`config.mk`:
```
export PLATFORM = sky130hd
export DESIGN_NAME = reaction_timer_core
export DESIGN_NICKNAME = d
export VERILOG_FILES = /design/src/rtl/reaction_timer_core.sv
export SDC_FILE = /design/constraint.sdc
export NUM_CORES = 1
export LEC_CHECK = 0
export CAP_MARGIN = 10
export CORE_MARGIN = 4
export CORE_UTILIZATION = 63
export CTS_BUF_LIST = sky130_fd_sc_hd__clkbuf_4 sky130_fd_sc_hd__clkbuf_8
export DETAILED_ROUTE_END_ITERATION = 8
export PLACE_DENSITY_LB_ADDON = 0.05
export SYNTH_ARGS = -nofsm -noshare
export SYNTH_HDL_FRONTEND = slang
export SYNTH_SLANG_ARGS = --single-unit
```
`constraint.sdc`:
```
create_clock -name clk -period 11.64 [get_ports clk]
set_clock_uncertainty 0.1 [all_clocks]
set_input_delay 2.328 -clock clk [delete_from_list [all_inputs] [get_ports clk]]
set_output_delay 2.328 -clock clk [all_outputs]
set_load 0.1 [all_outputs]
```
`src/rtl/reaction_timer_core.sv`:
```
// Reaction-time sequencer: random stimulus delay, tick-based response timing,
// false-start/timeout detection, best score and block averaging.
module reaction_timer_core #(
  parameter int CLK_HZ     = 50_000_000,
  parameter int TICK_HZ    = 1000,
  parameter int SCORE_W    = 12,
  parameter int PRNG_W     = 8,
  parameter int DELAY_MIN  = 1000,
  parameter int DELAY_SPAN = 2000,
  parameter int DLY_W      = 16,
  parameter int NUM_TRIALS = 4
) (
  input  logic               clk,
  input  logic               iReset,
  input  logic [PRNG_W-1:0]  iPRNG,
  input  logic               iStart,
  input  logic               iResponse,
  input  logic               iClearBest,
  output logic               oStimulus,
  output logic               oBusy,
  output logic [SCORE_W-1:0] oScore,
  output logic               oScoreValid,
  output logic [SCORE_W-1:0] oBest,
  output logic [SCORE_W-1:0] oAverage,
  output logic               oAvgValid,
  output logic               oFalseStart,
  output logic               oTimeout,
  output logic [((NUM_TRIALS > 1) ? $clog2(NUM_TRIALS) : 1)-1:0] oTrialIdx
);

  localparam int DIV    = CLK_HZ / TICK_HZ;
  localparam int PS_W   = $clog2(DIV);
  localparam int SPAN_W = $clog2(DELAY_SPAN + 1);
  localparam int PROD_W = PRNG_W + SPAN_W;
  localparam int AVG_SH = $clog2(NUM_TRIALS);
  localparam int IDX_W  = (AVG_SH < 1) ? 1 : AVG_SH;
  localparam int ACC_W  = SCORE_W + AVG_SH;
  localparam logic [SCORE_W-1:0] SMAX = '1;

  typedef enum logic [1:0] {
    S_IDLE,
    S_WAIT,
    S_ARMED
  } state_t;

  state_t             r_state;
  logic [PS_W-1:0]    r_ps;
  logic [DLY_W-1:0]   r_dly;
  logic [SCORE_W-1:0] r_cnt;
  logic [ACC_W-1:0]   r_acc;

  logic               w_tick;
  logic [PROD_W-1:0]  w_prod;
  logic [DLY_W-1:0]   w_delay;
  logic [ACC_W-1:0]   w_sum;
  logic               w_last;

  assign w_tick  = (r_ps == PS_W'(DIV - 1));
  assign w_prod  = PROD_W'(iPRNG) * PROD_W'(DELAY_SPAN);
  assign w_delay = DLY_W'(DELAY_MIN) + DLY_W'(w_prod >> PRNG_W);
  assign w_sum   = r_acc + ACC_W'(r_cnt);
  assign w_last  = (oTrialIdx == IDX_W'(NUM_TRIALS - 1));

  always_ff @(posedge clk) begin
    if (iReset) begin
      r_state     <= S_IDLE;
      r_ps        <= '0;
      r_dly       <= '0;
      r_cnt       <= '0;
      r_acc       <= '0;
      oStimulus   <= 1'b0;
      oBusy       <= 1'b0;
      oScore      <= '0;
      oScoreValid <= 1'b0;
      oBest       <= SMAX;
      oAverage    <= '0;
      oAvgValid   <= 1'b0;
      oFalseStart <= 1'b0;
      oTimeout    <= 1'b0;
      oTrialIdx   <= '0;
    end else begin
      oScoreValid <= 1'b0;
      oAvgValid   <= 1'b0;
      oFalseStart <= 1'b0;
      oTimeout    <= 1'b0;
      r_ps        <= w_tick ? '0 : r_ps + PS_W'(1);
      unique case (r_state)
        S_IDLE: begin
          if (iStart) begin
            r_state <= S_WAIT;
            r_dly   <= w_delay;
            r_ps    <= '0;
            oBusy   <= 1'b1;
          end
        end
        S_WAIT: begin
          // A press on the final tick is still a false start
          if (iResponse) begin
            r_state     <= S_IDLE;
            r_ps        <= '0;
            oBusy       <= 1'b0;
            oFalseStart <= 1'b1;
          end else if (w_tick) begin
            if (r_dly == DLY_W'(1)) begin
              r_state   <= S_ARMED;
              r_cnt     <= '0;
              r_ps      <= '0;
              oStimulus <= 1'b1;
            end else begin
              r_dly <= r_dly - DLY_W'(1);
            end
          end
        end
        S_ARMED: begin
          if (iResponse) begin
            r_state     <= S_IDLE;
            r_ps        <= '0;
            oStimulus   <= 1'b0;
            oBusy       <= 1'b0;
            oScore      <= r_cnt;
            oScoreValid <= 1'b1;
            if (r_cnt < oBest) oBest <= r_cnt;
            if (w_last) begin
              oAverage  <= SCORE_W'(w_sum >> AVG_SH);
              oAvgValid <= 1'b1;
              r_acc     <= '0;
              oTrialIdx <= '0;
            end else begin
              r_acc     <= w_sum;
              oTrialIdx <= oTrialIdx + IDX_W'(1);
            end
          end else if (w_tick) begin
            if (r_cnt == SMAX - SCORE_W'(1)) begin
              r_state   <= S_IDLE;
              r_ps      <= '0;
              oStimulus <= 1'b0;
              oBusy     <= 1'b0;
              oTimeout  <= 1'b1;
            end else begin
              r_cnt <= r_cnt + SCORE_W'(1);
            end
          end
        end
        default: r_state <= S_IDLE;
      endcase
      // Clear takes precedence over a coincident score update
      if (iClearBest) begin
        oBest     <= SMAX;
        r_acc     <= '0;
        oTrialIdx <= '0;
      end
    end
  end

endmodule

```
# ---- After elaboration in Yosys (flattened, before gate mapping)
# Index checks and enable logic that the tools add are counted.
dict set report totals {
  out_inout_bits 44
  ff_bits 104
}
dict set report classes {
  n_bitwise 4
  multipliers 1
  mux 44
  n_addsub 6
  order_cmp 1
  reduce_logical 17
  n_eq_ne 19
}
# op n
set op_table {}
lappend op_table {{16-bit 2-to-1 mux} 12}
lappend op_table {{12-bit 2-to-1 mux} 6}
lappend op_table {{16-bit case mux with 3 select lines} 1}
lappend op_table {{16-bit case mux with 2 select lines} 1}
lappend op_table {{12-bit case mux with 2 select lines} 1}
lappend op_table {{2-bit inequality test (second input constant)} 9}
lappend op_table {{16-bit by 1-bit adder with 16-bit output (second input constant)} 1}
lappend op_table {{16-bit by 1-bit equality test with 1-bit output (second input constant)} 1}
lappend op_table {{16-bit equality test (second input constant)} 1}
lappend op_table {{2-bit 2-to-1 mux} 8}
lappend op_table {{16-bit by 1-bit subtractor with 16-bit output (second input constant)} 1}
lappend op_table {{8-bit by 7-bit multiplier with 15-bit output (second input constant)} 1}
lappend op_table {{5-bit AND reduction} 3}
lappend op_table {{14-bit by 12-bit adder with 14-bit output} 1}
lappend op_table {{14-bit 2-to-1 mux} 1}
lappend op_table {{10-bit by 11-bit adder with 12-bit output (first input constant)} 1}
lappend op_table {{12-bit by 1-bit adder with 12-bit output (second input constant)} 1}
lappend op_table {{12-bit equality test (second input constant)} 1}
lappend op_table {{12-bit < comparator} 1}
lappend op_table {{3-bit inequality test (second input constant)} 4}
lappend op_table {{1-bit 2-to-1 mux} 11}
lappend op_table {{7-bit AND reduction} 1}
lappend op_table {{2-bit case mux with 3 select lines} 1}
lappend op_table {{3-bit AND reduction} 2}
lappend op_table {{other kinds (14)} 21}

# ---- Logic depth before layout (Yosys ltp)
# Gate-level depths: netlist (run 1).
dict set report depth {
  word_depth 6
  mapped_depth 18
  mapped_depth_nobuf 18
}

# ---- Least setup slack after synthesis (run 1)
# OpenSTA, ideal clock, no wires.
dict set report synth_timing {
  path_kind {in2reg}
  startpoint {in iPRNG[1]}
  endpoint {reg r_dly[10]}
  stages 16
  setup_slack_ns 5.071
  required_ns 11.406
  arrival_time_ns 6.335
  path_cell_list {fa_1 > inv_1 > fa_1 > fa_1 > fa_1 > inv_1 > ha_1 > buf_2 > nand3_1 > o2111ai_1 > a2111oi_0 > a211oi_1 > o311ai_1 > or2_2 > o311ai_1 > o211ai_1}
}
dict set report synth_via {
  elab_chain_cells 4
}
# item line_no
set synth_rtl {}
lappend synth_rtl {{from (decl)} 15} ;# input logic [PRNG_W-1:0] iPRNG,
lappend synth_rtl {{8-bit by 7-bit multiplier with 15-bit output} 59} ;# assign w_prod = PROD_W'(iPRNG) * PROD_W'(DELAY_SPAN);
lappend synth_rtl {{10-bit by 11-bit adder with 12-bit output} 60} ;# assign w_delay = DLY_W'(DELAY_MIN) + DLY_W'(w_prod >> PRNG_W);
lappend synth_rtl {{16-bit 2-to-1 mux} 89} ;# if (iStart) begin
lappend synth_rtl {{16-bit case mux with 2 select lines} 87} ;# unique case (r_state)
lappend synth_rtl {{to (signal assigned)} 91} ;# r_dly <= w_delay;
lappend synth_rtl {{to (signal assigned)} 110} ;# r_dly <= r_dly - DLY_W'(1);
lappend synth_rtl {{to (decl)} 48} ;# logic [DLY_W-1:0] r_dly;
# No other way between the ends. The select of a mux whose other input is x is not followed.
# A chain may end at the register's enable or synchronous reset.

# ---- Worst setup path after layout (run 1)
dict set report layout_timing {
  startpoint {in iPRNG[2]}
  endpoint {reg r_dly[10]}
}
# Same word-level chain as after synthesis.

==> results of run 1 <==
stage by stage:
step                hold slack, ns  instances  setup slack (ns)
floorplan                    0.330        816              5.07
global placement             0.342        981              4.32
detailed placement           0.346        981              4.15
CTS                          0.359        996              4.57
global route                 0.381        996              4.22
finish                       0.358        996              4.52
worst max-delay path: cells and delay by family:
family	cells	cell delay, ns
AOI/OAI and AO/OA	6	1.31
adders and majority gates	5	2.45
buffers and inverters	3	0.67
and+or+nand+nor	2	0.51
flip-flops by register name (all words and copies together), names as in the netlist, 2 cells and up:
| name | count |
|---|---|
| oAverage | 12 |
| r_acc | 14 |
| r_dly | 16 |
| r_cnt | 12 |
| oScore | 12 |
| oBest | 12 |
| r_ps | 16 |
| oTrialIdx | 2 |
| r_state | 2 |
synth_stat cells (17+ instances only):
library cell and number:
clkbuf_1 26, ha_1 70, fa_1 22, o21ai_0 28, nand3b_1 17, xnor2_1 26
nand2_1 89, nand3_1 33, a21oi_1 66, dfxtp_1 104, nor3_1 18, xor2_1 28
inv_1 64, nor2_1 84
final timing paths:
path	slack [ns]	cells after the start	to
setup / recovery	4.52	16	r_dly[10]
hold / removal	0.36	2	oScore[9]
setup reg to reg	8.71	8	r_cnt[5]
hold reg to reg	0.36	2	oScore[9]
kinds of logic (layout without fill, tap and decap cells):
logic type	count (synthesis)	in the layout
simple gates	299	299
buf+inv	95	139
mux	3	3
xor+xnor	54	54
fa+ha+maj	92	92
flops	104	104
compound gates	169	169
per-layer routing:
layer | GRT usage | wire [um] | share of wire | vias to the layer above
met5 | 0 | 0 | 0 | -
met4 | 0.0681 | 266 | 0.018 | 0
met3 | 0.0528 | 788 | 0.052 | 26
met2 | 0.396 | 6840 | 0.45 | 164
met1 | 0.336 | 7140 | 0.47 | 2752
li1 | - | - | - | 2907
layout by cell type (no fill, tap or decap), drive strengths merged, types with 3 or more instances in the layout:
cell type      synthesis  final
a22oi                 12     12
o31ai                  4      4
nor2                  84     84
o21a                   5      5
clkdlybuf4s50          0     55
and3                  12     12
o2111ai                3      3
nor3                  19     19
a21oi                 66     66
nand3                 33     33
mux2i                  3      3
a311o                  3      3
nor4                   4      4
xor2                  28     28
nor2b                  3      3
nand2b                 4      4
or2                    4      4
nand4                  9      9
buf                    5      5
a2111oi                3      3
nand2                 89     89
nand3b                17     17
inv                   64     64
o21ai                 31     31
xnor2                 26     26
ha                    70     70
o21bai                 3      3
dfxtp                104    104
and4                   5      5
a211oi                13     13
a21o                   6      6
clkbuf                26     13
fa                    22     22
a31oi                  5      5
and2                   4      4
nor3b                  3      3
layout make-up:
type | count | area (um^2) | share of cell area
sequential | 104 | 2080 | 0.272
tap | 136 | 170 | 0.0222
timing repair buffer | 60 | 586 | 0.0765
inverter | 64 | 240 | 0.0314
clock inverter | 2 | 37.5 | 0.00490
clock buffer | 13 | 173 | 0.0226
multi-input combinational | 617 | 4370 | 0.571
power by group:
group          internal, mW  total [mW]  switching [mW]  leakage [nW]
logic                 0.270       0.675           0.405          2.34
clock network         0.118       0.240           0.121         0.105
registers             0.380       0.411          0.0314         0.842
total                 0.768        1.33           0.557          3.29
==> out/metrics.yaml, run 1 <==
run_status:
  status: "finished clean"
synthesis:
  synthSimpleGateAreaFrac: 0.216
  synth_fa_ha_area_frac: 0.193
  yosys_register_bits: 104
  yosysUniqueCellTypes: 60
  synth_compound_area_frac: 0.158
  synth_nets: 921
  synth_top_area_share: 0.305
  synth_ff_type: "dfxtp_1"
  synth_edf_count: 0
  synth-xor-area-share: 0.0694
  syn_area_per_cell_um2: 8.35
  synth_async_sr_flop_share: 0
  synth.mux.area_fraction: 0.00441
  ys_seq_area_frac: 0.305
  yosysTopAreaCell: "dfxtp_1"
  synth_top_family_by_area: "simple AND/OR/NAND/NOR gates"
  yosys_warnings: 0
  synthCells: 816
  syn-cell-area_um2: 6820
  synth_area_leaders: "dfxtp_1, ha_1, fa_1, nand2_1, a21oi_1"
cts:
  clkSinkCount: 104
  cts_repair_resize_count: 0
  cts_buffer_depth: 2
  htreeDepth: 3
  post_cts_buffers: 0
  cts_tree: "built"
  path_clk_slew_ns: 0.10
  numCtsBuffers: 9
  cts-root-buf: "clkbuf_8"
  clk_latency_ns: 0.39
  cts_hold_buffers: 0
sta:
  relSlewSlack: 0.336
  rsz0062_at_grt: "false"
  drv_slew: 0
  fin_crit_ns: 7.12
  final_hold_viol_count: 0
  finalSetupTns_ns: 0
  fin_crit_sh: 0.612
  finalSetupViolations: 0
  tightestPinTransition_ns: 0.992
  fmax_mhz: 140
placed_design:
  placed_area_um2: 7450
  dpl.hpwl_um: 11300
  gp_congestion: 0.932
  port_buffers: 56
floorplanning:
  dieArea_um2: 12500
  start_util: 0.654
  std_cell_rows: 37
  die_w_um: 112
  coreArea_um2: 10400
  pin_count: 57
  die_height_um: 112
finish:
  area.growth.synth_to_final_pct: 12.3
  antenna-diode-count: 0
  nets: 961
  final_area_um2: 7660
  fill_cells: 802
  drive_gt1_frac: 0.0419
  finish.utilization: 0.735
hold_path:
  min_path_type: "flip-flop to flip-flop"
  hp-start: "oScore[9]"
routing:
  wl_per_cell_um: 15.1
  drc: 0
  dr.pass1.iters: 5
  ant_nets: 0
  routed_via_density: 5.87
  vias: 5849
  drt_iter0_markers: 415
  wirelength_um: 15000
setup_path:
  rr_startpoint: "r_state[1]"
  slowest_delay_ns: 0.58
  startpoint: "iPRNG[2]"
  slowest_stage: "fa_1"
  end_kind: "flip-flop"
  worst_ep_required_time_ns: 11.78
  startpoint_type: "input pin"
  path_class: "input pin to flip-flop"
  crit_chain: "clkdlybuf4s50_1 > fa_1 > inv_1 > fa_1 > fa_1 > fa_1 > inv_1 > ha_1 > nand3_1 > o2111ai_1 > a2111oi_0 > a211oi_1 > o311ai_1 > or2_2 > o311ai_1 > o211ai_1"
  arrival_ns: 7.26
  path_common_cell: "fa_1"
  path_max_fanout: 8
power_and_ir_drop:
  power.density_nw_per_um2: 173
  totalPowerFinal_mw: 1.33
  p_leak_nw: 3.29
  vdd.ir_drop.worst_uv: 110
grt:
  grt_start_max_net_pins: 50
  grt_pass1_vias: 5808
  grt-ovfl-total: 0
  antenna_found_initial: 0
  grt_first_pass_wirelength_um: 26200
  grt_use_total: 0.246
job:
  maxCapViolCount: 0
Note: power is estimated with default switching activity, not from simulation.
==> inputs of run 2 (changes only) <==
- CORE_UTILIZATION: 63 -> 61
- clock period: 11.64 -> 7.05 ns (I/O delays scaled with it)
==> run 2 against run 1 <==
Against the previous run: die area increased by 3.0%; flip-flop and latch count stayed put; total power increased by 64%; critical path depth up 1; final area about the same; register-to-register slack worse by 4.6 ns; worst setup slack got worse by 3.8 ns; first-iteration DRC count decreased by 12%; routed wire length increased by 1.8%.
==> out/metrics.yaml, run 2 (synthesis gave the netlist of run 1 again) <==
sta:
  drv_slew: 0
  rsz0062_at_grt: "false"
  finalSetupViolations: 0
  fin_hold_ws_ns: 0.359
  fmax_mhz: 159
  layout_setup_ws_ns: 0.766
  fin_crit_ns: 6.28
  relSlewSlack: 0.340
  fin_crit_sh: 0.891
  final_hold_viol_count: 0
  tightestPinTransition_ns: 0.987
  finalSetupTns_ns: 0
cts:
  cts_buffer_depth: 2
  clk_latency_ns: 0.37
  cts_repair_resize_count: 0
  cts-root-buf: "clkbuf_8"
  path_clk_slew_ns: 0.10
  post_cts_buffers: 0
  cts_tree: "built"
  clkSinkCount: 104
  htreeDepth: 3
  cts_hold_buffers: 0
  numCtsBuffers: 9
grt:
  grt_start_max_net_pins: 50
  antenna_found_initial: 0
  grt-ovfl-total: 0
  grt_pass1_vias: 5610
  grt_first_pass_wirelength_um: 26300
  grt_use_total: 0.245
routing:
  vias: 5867
  drc: 0
  routed_via_density: 5.86
  drt_iter0_markers: 367
  ant_nets: 0
  wl_per_cell_um: 15.3
  wirelength_um: 15300
  dr.pass1.iters: 5
setup_path:
  path_common_cell: "fa_1"
  cp.buffers_inverters: 3
  arrival_ns: 6.42
  startpoint_type: "input pin"
  reg2reg_depth: 9
  critPathTopFamily: "adder cells"
  rr_startpoint: "r_ps[0]"
  crit_chain: "clkdlybuf4s50_1 > fa_1 > xor2_1 > ha_1 > fa_1 > inv_1 > fa_1 > inv_1 > ha_1 > o21ai_1 > a211oi_2 > o21ai_1 > a211oi_1 > o311ai_1 > or2_2 > o311ai_1 > o211ai_1"
  path_max_fanout: 6
  r2r_slack_ns: 4.10
  path_class: "input pin to flip-flop"
  r2r-end: "r_dly[14]"
  end_kind: "flip-flop"
  slowest_stage: "fa_1"
  worst_ep_required_time_ns: 7.18
  slowest_delay_ns: 0.66
finish:
  final_cell_mix: "dfxtp_1, nand2_1, nor2_1, ha_1, a21oi_1"
  finish.utilization: 0.704
  final_common_cell: "dfxtp_1"
  final_area_um2: 7660
  antenna-diode-count: 0
  drive_gt1_frac: 0.0430
  nets: 961
  area.growth.synth_to_final_pct: 12.4
  top_regs: "r_dly: 16 flops, r_ps: 16 flops, r_acc: 14 flops"
power_and_ir_drop:
  p_leak_nw: 3.29
  power.density_nw_per_um2: 284
  vdd.ir_drop.worst_uv: 204
floorplanning:
  std_cell_rows: 38
  dieArea_um2: 12900
  die_w_um: 114
  start_util: 0.626
  coreArea_um2: 10900
  die_height_um: 114
  pin_count: 57
job:
  maxCapViolCount: 0
hold_path:
  min_path_type: "flip-flop to flip-flop"
  whs_path_depth: 2
  hp-start: "oScore[0]"
  whs_endpoint: "oScore[0]"
placed_design:
  pre_cts_ws_ns: 0.403
  placed_area_um2: 7450
  gp_congestion: 0.909
  dpl.hpwl_um: 11400
  port_buffers: 56
run_status:
  status: "finished clean"
==> run 2: cell types whose count changed in the layout (fill, tap and decap cells not counted), sizes merged <==
cell,delta
clkbuf,-1
clkinv,+3
clkinvlp,-1
==> run 2: stage by stage <==
step                      power, mW  cells
after floorplan                1.56    816
after global placement         1.75    985
after detailed placement       1.79    985
after CTS                      2.18   1001
after global routing           2.35   1001
final                          2.18   1001
==> run 2: report_power, final <==
| part | switching (mW) | total [mW] | internal [mW] |
|---|---|---|---|
| Clock | 0.201 | 0.390 | 0.188 |
| Combinational | 0.663 | 1.11 | 0.445 |
| Sequential | 0.0517 | 0.679 | 0.627 |
==> run 2: routing by layer <==
layer	GRT usage	up-vias	wire (um)
met4	0.0737	0	232
met2	0.399	163	7040
met3	0.0408	20	816
met5	0	-	0
met1	0.336	2782	7220
li1	-	2902	-
==> run 2: worst max path at each step <==
stage / from / slack, ns / cells after the start / endpoint
6_report: iPRNG[0] / 0.77 / 17 / r_dly[10]
3_5_place_dp: iPRNG[0] / 0.40 / 17 / r_dly[10]
3_3_place_gp: iPRNG[1] / 0.64 / 16 / r_dly[10]
5_1_grt: iPRNG[1] / 0.56 / 16 / r_dly[10]
2_1_floorplan: iPRNG[1] / 1.40 / 16 / r_dly[10]
4_1_cts: iPRNG[0] / 0.82 / 17 / r_dly[10]
==> run 2: tightest hold or removal path, delay by kind of cell (launching register included) <==
kind | cells | cell delay (ns)
compound gates | 1 | 0.05
flops | 1 | 0.32
simple gates | 1 | 0.05
==> run 2: final cells by class <==
class / instances / area (um^2)
Tap cell: 140 / 175
Fill cell: 908 / 3230
Timing Repair Buffer: 60 / 586
Clock buffer: 12 / 159
Multi-Input combinational cell: 617 / 4370
Inverter: 64 / 240
Clock inverter: 4 / 52.6
Sequential cell: 104 / 2080
==> inputs of run 3 (changes only) <==
- CORE_UTILIZATION: 61 -> 55
- PLACE_DENSITY: default -> 0.74
- PLACE_DENSITY_LB_ADDON: 0.05 -> default
- REMOVE_ABC_BUFFERS: default -> 1
==> run 3 against run 2 <==
Against the previous run: combinational power hardly changed; register-to-register slack better by 0.07 ns; die area is 10% higher; largest cell class unchanged; clock-buffer cell count is 2 lower; critical path depth is 1 lower; worst setup slack better by 0.12 ns; non-clock buffer count stayed put; routed wire length is 5.3% lower; critical path type unchanged; sequential power hardly changed; fmax is 2.0% higher; final area is 0.47% higher; via count is 3.3% lower; highest routed layer unchanged.
==> out/metrics.yaml, run 3 (synthesis gave the netlist of run 1 again) <==
placed_design:
  gp_congestion: 0.854
  port_buffers: 56
  pre_cts_ws_ns: 0.513
  dpl.hpwl_um: 10900
  placed_area_um2: 7490
setup_path:
  reg2reg_depth: 9
  path_max_fanout: 8
  r2r_slack_ns: 4.17
  path_class: "input pin to flip-flop"
  worst_ep_required_time_ns: 7.19
  startpoint_type: "input pin"
  arrival_ns: 6.30
  startpoint: "iPRNG[2]"
  end_kind: "flip-flop"
  crit_end: "r_dly[10]"
  rr_startpoint: "r_ps[0]"
  r2r-end: "r_dly[14]"
run_status:
  status: "finished clean"
finish:
  finish.utilization: 0.638
  final_cell_mix: "dfxtp_1, nand2_1, nor2_1, ha_1, a21oi_1"
  area.growth.synth_to_final_pct: 13.0
  drive_gt1_frac: 0.0430
  nets: 961
  final_common_cell: "dfxtp_1"
  final_area_um2: 7700
  antenna-diode-count: 0
  top_regs: "r_dly: 16 flops, r_ps: 16 flops, r_acc: 14 flops"
sta:
  finalSetupViolations: 0
  drv_slew: 0
  fin_hold_ws_ns: 0.358
  fin_crit_sh: 0.874
  tightestPinTransition_ns: 0.979
  final_hold_viol_count: 0
  rsz0062_at_grt: "false"
  layout_setup_ws_ns: 0.890
  fmax_mhz: 162
  finalSetupTns_ns: 0
  fin_crit_ns: 6.16
  relSlewSlack: 0.345
cts:
  clk_latency_ns: 0.40
  numCtsBuffers: 9
  cts_hold_buffers: 0
  cts_repair_resize_count: 0
  post_cts_buffers: 0
  htreeDepth: 3
  cts-root-buf: "clkbuf_8"
  cts_tree: "built"
  clkSinkCount: 104
  cts_buffer_depth: 2
  path_clk_slew_ns: 0.10
grt:
  grt-ovfl-total: 0
  antenna_found_initial: 0
  grt_start_max_net_pins: 50
  grt_pass1_vias: 5518
  grt_use_total: 0.212
  grt_first_pass_wirelength_um: 25300
routing:
  drc: 0
  routed_via_density: 5.51
  dr.pass1.iters: 4
  wirelength_um: 14500
  drt_iter0_markers: 308
  wl_per_cell_um: 14.1
  ant_nets: 0
  vias: 5674
floorplanning:
  die_height_um: 119
  die_w_um: 119
  coreArea_um2: 12100
  std_cell_rows: 40
  pin_count: 57
  start_util: 0.565
  dieArea_um2: 14200
job:
  maxCapViolCount: 0
power_and_ir_drop:
  vdd.ir_drop.worst_uv: 178
  power.density_nw_per_um2: 280
  p_leak_nw: 3.29
hold_path:
  min_path_type: "flip-flop to flip-flop"
  hp-start: "oAverage[1]"
[run 3: cell count changes in the layout (fill, tap and decap cells not counted), sizes merged]
cell | before | now
clkinv | 3 | 2
clkbuf | 12 | 10
inv | 64 | 66
clkinvlp | 0 | 1
[run 3: worst min path at each step]
| stage | cells after the start | to | slack [ns] |
|---|---|---|---|
| global route | 2 | oAverage[1] | 0.38 |
| CTS | 2 | oAverage[1] | 0.36 |
| detailed placement | 2 | oScore[3] | 0.35 |
| floorplan | 1 | r_ps[0] | 0.33 |
| finish | 2 | oAverage[1] | 0.36 |
| global placement | 2 | oAverage[10] | 0.34 |
[run 3: per-layer routing]
metal	vias to the layer above	track usage	part of all wire	wire length (um)
met4	0	0.0694	0.012	170
met1	2650	0.285	0.49	7100
met3	13	0.0332	0.036	515
li1	2913	-	-	-
met5	-	0	0	0
met2	98	0.350	0.46	6720
[run 3: stage by stage]
step	total power, mW	cells
after floorplan	1.55	785
after global routing	2.35	1029
after detailed placement	1.76	1013
final	2.16	1029
after CTS	2.17	1029
after global placement	1.73	1013
[run 3: worst max-delay path: stages]
cell and delay, ns:
clkdlybuf4s50_1 0.57, fa_1 0.57, inv_1 0.05, fa_1 0.52
fa_1 0.44, fa_1 0.51, inv_1 0.04, ha_1 0.41
nand3_1 0.13, o2111ai_1 0.31, a2111oi_0 0.20, a211oi_1 0.24
o311ai_1 0.18, or2_2 0.35, o311ai_1 0.24, o211ai_1 0.12
[run 3: layout make-up]
class,count,area (um^2)
Multi-Input combinational cell,617,4370
Sequential cell,104,2080
Clock buffer,10,138
Clock inverter,6,75.1
Tap cell,168,210
Inverter,64,240
Timing Repair Buffer,60,586
Fill cell,1067,4360
[run 3: report_power, final]
| group | internal (mW) | total, mW | switching (mW) | leakage, nW |
|---|---|---|---|---|
| logic | 0.443 | 1.08 | 0.638 | 2.34 |
| registers | 0.627 | 0.678 | 0.0508 | 0.842 |
| clock network | 0.179 | 0.397 | 0.218 | 0.105 |
